<file path="src/rtl/fetch_queue.sv">
// rtl/fetch_queue.sv - instruction-fetch PC, ROM addressing and decode-side queue
// Fetches one ROM word per cycle into a DEPTH-entry {pc, instr} FIFO; redirects flush and reload the PC.
module fetch_queue #(
  parameter int N     = 64,
  parameter int IW    = 32,
  parameter int DEPTH = 4
) (
  input  logic          clk,
  input  logic          reset,
  output logic [5:0]    imem_addr,
  input  logic [IW-1:0] imem_q,
  input  logic          redirect_valid,
  input  logic [N-1:0]  redirect_pc,
  output logic          out_valid,
  input  logic          out_ready,
  output logic [IW-1:0] out_instr,
  output logic [N-1:0]  out_pc,
  output logic [N-1:0]  fetch_pc
);

  localparam int AW = $clog2(DEPTH);
  localparam int CW = AW + 1;
  localparam logic [CW-1:0] FULL = CW'(DEPTH);

  logic [N-1:0]  pc_q, pc_d;
  logic [CW-1:0] count_q, count_d;
  logic [AW-1:0] rd_ptr_q, rd_ptr_d;
  logic [AW-1:0] wr_ptr_q, wr_ptr_d;

  logic [N-1:0]  pc_mem_q    [DEPTH];
  logic [IW-1:0] instr_mem_q [DEPTH];

  logic pop;
  logic push;

  // Low PC bits never reach the fetch address; a redirect is always word-aligned.
  logic unused_rpc_bits;
  assign unused_rpc_bits = ^redirect_pc[1:0];

  assign out_valid = (count_q != '0);
  assign pop       = out_valid & out_ready;
  // A full queue still takes a new word when the head leaves in the same cycle.
  assign push      = !redirect_valid & ((count_q < FULL) | pop);

  assign imem_addr = pc_q[7:2];
  assign fetch_pc  = pc_q;
  assign out_instr = instr_mem_q[rd_ptr_q];
  assign out_pc    = pc_mem_q[rd_ptr_q];

  always_comb begin
    pc_d     = pc_q;
    count_d  = count_q;
    rd_ptr_d = rd_ptr_q;
    wr_ptr_d = wr_ptr_q;
    if (redirect_valid) begin
      pc_d     = {redirect_pc[N-1:2], 2'b00};
      count_d  = '0;
      rd_ptr_d = '0;
      wr_ptr_d = '0;
    end else begin
      if (push) begin
        wr_ptr_d = wr_ptr_q + AW'(1);
        pc_d     = pc_q + N'(4);
      end
      if (pop) begin
        rd_ptr_d = rd_ptr_q + AW'(1);
      end
      case ({push, pop})
        2'b10:   count_d = count_q + CW'(1);
        2'b01:   count_d = count_q - CW'(1);
        default: count_d = count_q;
      endcase
    end
  end

  always_ff @(posedge clk or negedge reset) begin
    if (!reset) begin
      pc_q     <= '0;
      count_q  <= '0;
      rd_ptr_q <= '0;
      wr_ptr_q <= '0;
    end else begin
      pc_q     <= pc_d;
      count_q  <= count_d;
      rd_ptr_q <= rd_ptr_d;
      wr_ptr_q <= wr_ptr_d;
    end
  end

  // Entry contents are only meaningful while counted, so storage needs no reset.
  always_ff @(posedge clk) begin
    if (push) begin
      pc_mem_q[wr_ptr_q]    <= pc_q;
      instr_mem_q[wr_ptr_q] <= imem_q;
    end
  end

endmodule

</file>
<file path="config.mk">
export PLATFORM = sky130hd
export DESIGN_NAME = fetch_queue
export DESIGN_NICKNAME = d
export VERILOG_FILES = /design/src/rtl/fetch_queue.sv
export SDC_FILE = /design/constraint.sdc
export NUM_CORES = 1
export LEC_CHECK = 0
export BUFFER_PORTS_ARGS = -buffer_cell sky130_fd_sc_hd__buf_2
export CAP_MARGIN = 30
export CORE_AREA = 2 2 298 153
export CTS_CLUSTER_SIZE = 24
export DETAILED_ROUTE_END_ITERATION = 8
export DIE_AREA = 0 0 300 155
export PLACE_DENSITY = 0.7
export SETUP_SLACK_MARGIN = 0.1
export SYNTH_ARGS = -nofsm -noshare
export SYNTH_HDL_FRONTEND = slang
export SYNTH_SLANG_ARGS = --single-unit
</file>
<file path="constraint.sdc">
create_clock -name clk -period 8.9 [get_ports clk]
set_input_delay 0.445 -clock clk [delete_from_list [all_inputs] [get_ports clk]]
set_output_delay 0.445 -clock clk [all_outputs]
set_load 0.01 [all_outputs]
</file>
# --- Word level (Yosys, flattened, before mapping) ---
# Memories as Yosys holds them, arrays and structs flattened.
# Cells that the tools add are included.
totals:
  wordCells: 32
  memories: 2
  register_bits: 71
  ramBits: 384
  output_inout_bits: 167
mem_list:
  columns: ["memory", "depth", "width", "read_ports", "rd_clocked_by_memory_dff", "wr", "line", "rtl"]
  rows:
  - ["pc_mem_q", 4, 64, 1, 0, 1, "30", "logic [N-1:0] pc_mem_q [DEPTH];"]
  - ["instr_mem_q", 4, 32, 1, 0, 1, "31", "logic [IW-1:0] instr_mem_q [DEPTH];"]
op_classes:
  n_mux: 10
  eq_ne: 2
  n_reduce_logical: 5
  addsub: 5
  n_bitwise: 3
  magnitude_cmp: 1
op_table:
  columns: ["op", "n"]
  rows:
  - ["64-bit 2-to-1 mux", 2]
  - ["64-bit by 3-bit adder with 64-bit output, second input constant", 1]
  - ["2-bit 2-to-1 mux", 4]
  - ["3-bit case mux with 2 select lines", 1]
  - ["3-bit nonzero test", 2]
  - ["2-bit by 1-bit adder with 2-bit output, second input constant", 2]
  - ["2-bit nonzero test", 2]
  - ["3-bit by 1-bit adder with 3-bit output, second input constant", 1]
  - ["3-bit < comparator, second input constant", 1]
  - ["3-bit 2-to-1 mux", 1]
  - ["3-bit by 1-bit subtractor with 3-bit output, second input constant", 1]
  - ["1-bit AND", 2]
  - ["2-bit by 1-bit == test with 1-bit output, second input constant", 1]
  - ["2-bit == test, second input constant", 1]
  - ["1-bit 2-to-1 mux", 2]
  - ["1-bit logical NOT", 1]
  - ["1-bit OR", 1]

# --- Longest topological paths before layout ---
depth:
  word_depth: 7
  ltp_mapped: 8
  ltp_nobuf: 6

# --- Worst setup path after synthesis ---
# Ideal clock, no wire load.
synth_path:
  path_type: "input-to-reg"
  start: "input out_ready"
  end: "memory instr_mem_q[0][0], enable pin"
  cell_stages: 3
  setup_ps: 464
  arrival_time_ps: 3157
  path_buffers: 1
  path_slack_ps: 5279
  t_required_ps: 8436
  path_cell_list: "nand2b_1 > buf_1 > and3_1"
synth_between:
  elab_chain_len: 5
synth_lines:
  columns: ["element", "line", "rtl"]
  rows:
  - ["start: declaration", "15", "input logic out_ready,"]
  - ["1-bit AND", "41", "assign pop = out_valid & out_ready;"]
  - ["1-bit OR", "43", "assign push = !redirect_valid & ((count_q < FULL) | pop);"]
  - ["1-bit AND", "43", null]
  - ["1-bit 2-to-1 mux", "92", "if (push) begin"]
  - ["1-bit 2-to-1 mux (not written as such)", "94", "instr_mem_q[wr_ptr_q] <= imem_q;"]
  - ["end: declaration", "31", null]
# Every way passes these cells.

# --- Final worst setup path ---
layout_path:
  start: "register rd_ptr_q[1]"
  end: "output out_pc[42]"
layout_between:
  elab_chain_len: 1
layout_lines:
  columns: ["element", "line", "rtl"]
  rows:
  - ["start: declaration", "27", "logic [AW-1:0] rd_ptr_q, rd_ptr_d;"]
  - ["start signal: assignment", "85", "rd_ptr_q <= rd_ptr_d;"]
  - ["memory read 4 x 64 bit", null, null]
  - ["end: declaration", "17", "output logic [N-1:0] out_pc,"]
# Every way passes these cells.

==> impl_metrics.csv <==
group,metric,value,unit
outcome,status,"complete, no violations",
global_route,grt_max_degree,59,
cts,cts.sink_count,445,
min_path,hold_depth,3,
finish,layout_commonest_cell,"edfxtp_1",
synth,synth_seq_area_share,73.2,%
timing,hold_viol,0,
timing,min_period_over_period,37.5,%
place,globalplace.congestion,0.771,
drt,remaining_drc_errors,0,
synth,synth-seq-cells,445,
cts,clockBufferDepth,3,
synth,async_reset_ff_share,15.5,%
power_and_ir_drop,irDropWorstVdd,0.147,mV
drt,postRouteAntennaNets,0,
worst_setup_path,end_kind,"primary output",
synth,syn_inst,983,
synth,ys.flop_type,"edfxtp_1",
cts,clk_pin_slew,0.07,ns
finish,syn_to_final_growth,18.1,%
timing,period_needed,3.33,ns
floorplan,rows,55,
worst_setup_path,cpPeakStageDelay,0.84,ns
timing,tightest_slew,0.954,ns
timing,max_freq,300,MHz
global_route,grt_pass1_wl,63000,um
place,placed_area,19700,um2
min_path,worstHoldStart,"redirect_pc[28]",
finish,most-common-layout-cells,"edfxtp_1 (376), buf_2 (259), mux4_2 (94), dfrtp_1 (67), nand2_1 (59)",
worst_setup_path,cp_data_arrival_time,2.89,ns
cts,cts_tree,"yes",
timing,rsz0062_at_grt,"false",
timing,fin_tns_setup,0,ns
worst_setup_path,cp-start-kind,"flip-flop",
global_route,grt_pass1_vias,10013,
drt,first_pass_iters,5,
finish,layout-drive-gt1-share,34.8,%
timing,maxSlewHeadroom,36.4,%
synth,synth_edf_count,376,
min_path,hp-class,"in2reg",
floorplan,die_y,155,um
min_path,hold_end,"fetch_pc[28]$_DFFE_PN0N_",
worst_setup_path,required,8.46,ns
worst_setup_path,crit_chain,"buf_4 -> mux4_2 -> buf_2",
synth,yosys_warnings,0,
worst_setup_path,cpMaxStageDelayCell,"dfrtp_4",
synth,synth_area,17800,um2
timing,setup_viol,0,
worst_setup_path,rr_startpoint,"count_q[2]$_DFFE_PN0P_",
finish,finalNetCount,1352,
cts,htree_levels,2,
timing,hold_slack,0.100,ns
drt,met3WireLength,2880,um
drt,met2_length,19600,um
worst_setup_path,path_class,"reg2out",
place,hpwlAfterDp,26900,um
worst_setup_path,crit_path_max_fanout,54,
timing,skew,0.0131,ns
power_and_ir_drop,p_per_area,256,nW/um2
global_route,gr-total-overflow,0,
floorplan,die_area,46500,um2
finish,design_area,21000,um2
floorplan,pin_count,267,
synth,ys_types,49,
worst_setup_path,r2r-end,"pc_mem_q[3][23]$_DFFE_PP_",
floorplan,die_w,300,um
cts,cts_root_buf,"clkbuf_16",
global_route,grt_use_total,18.0,%
floorplan,core_area,44200,um2
worst_setup_path,reg2reg_slack,5.90,ns
drt,top_layer,"met4",
cts,clock_latency,0.55,ns
drt,wl,42200,um
drt,drt_iter0_drc,777,
timing,slew_viol_final,0,
job,max_cap_violations,0,
drt,routedWlPerCell,22.4,um
drt,wl_met1,19000,um
cts,post_cts_resized,0,
cts,postCtsHoldBufs,1,
finish,fillers,3713,
power_and_ir_drop,power.total,5.38,mW
place,port_buffers,260,
drt,viasPerCell,5.33,
cts,cts_buffers,40,
synth,avgSynthCellArea,18.1,um2
drt,dr_total_vias,10065,
global_route,antenna_found_initial,7,
worst_setup_path,r2r_cells,3,
power_and_ir_drop,p_leak,7.28,nW
finish,post-route-util,47.5,%
cts,post_cts.repair.setup_buffers,0,
floorplan,start_util,40.3,%
## metrics by stage
stage,std cells,worst slack (ns)
global route,1879,5.40
detailed placement,1801,5.65
CTS,1876,5.50
floorplan,986,5.28
global placement,1800,5.73
finish,1887,5.57
## registers in the layout, indices dropped and copies added, names as in the netlist
signal / flops
pc_mem_q: 248
rd_ptr_q: 2
count_q: 3
fetch_pc: 62
wr_ptr_q: 2
instr_mem_q: 128
## worst max path at each step
stage	from	end	cells after the start	slack, ns
floorplan	out_ready	instr_mem_q[0][0]$_DFFE_PP_	3	5.28
global placement	out_ready	pc_mem_q[0][7]$_DFFE_PP_	4	5.73
detailed placement	out_ready	pc_mem_q[3][7]$_DFFE_PP_	4	5.65
CTS	rd_ptr_q[0]$_DFFE_PN0P_	out_pc[42]	3	5.50
global route	rd_ptr_q[0]$_DFFE_PN0P_	out_pc[25]	3	5.40
finish	rd_ptr_q[1]$_DFFE_PN0P_	out_pc[42]	3	5.57
## critical path, delay by kind of cell, from the launching register on
| family | cells | cell delay (ns) |
|---|---|---|
| flops | 1 | 0.84 |
| mux | 1 | 0.46 |
| buf+inv | 2 | 0.98 |
## synth_stat cells (4+ instances only)
cell	number	area (um2)
a21oi_1	4	20.0
a22oi_1	6	45.0
a31oi_1	23	144
and2_1	6	37.5
and3_1	12	75.1
and4_1	8	70.1
buf_1	5	18.8
buf_2	11	55.1
buf_4	11	82.6
clkbuf_1	26	97.6
dfrtp_1	69	1730
edfxtp_1	376	11300
ha_1	5	62.6
inv_1	11	41.3
mux4_2	94	2120
nand2_1	59	221
nand3_1	34	170
nand4_1	19	119
nand4_2	6	75.1
nor2_1	38	143
nor2b_1	7	43.8
nor3_1	12	60.1
o21ai_0	34	170
o21ai_1	7	35.0
o31ai_1	10	75.1
or3_1	11	68.8
or4_1	15	113
xnor2_1	20	175
xor2_1	13	114
## report_power, final
part           switching [mW]  total (mW)  internal, mW
registers               0.159        2.68          2.52
clock network           0.759        1.70         0.940
logic                   0.540        1.01         0.470
## cell families after synthesis
group / after synthesis / synth area share (%)
DFF: 445 / 73.2
AOI/OAI and AO/OA: 89 / 2.99
and+or+nand+nor: 244 / 7.83
other: 1 / 0.0211
muxes: 98 / 12.1
xor gates and xnor gates: 33 / 1.62
buffers and inverters: 67 / 1.77
adders and majority gates: 6 / 0.464
## metal layers
layer	up-vias	track usage, %
li1	4483	-
met1	5202	26.1
met2	326	28.2
met3	54	3.85
met4	0	3.86
met5	-	0
## final cells by class
type | instances | area, um2 | share of cell area, %
Tap cell | 598 | 748 | 3.56
Clock inverter | 22 | 190 | 0.905
Timing Repair Buffer | 272 | 1410 | 6.71
Multi-Input combinational cell | 474 | 4490 | 21.4
Clock buffer | 52 | 1070 | 5.08
Inverter | 13 | 48.8 | 0.232
Sequential cell | 445 | 13000 | 62.0
Antenna cell | 11 | 27.5 | 0.131
Note: power is estimated with default switching activity, not from simulation.
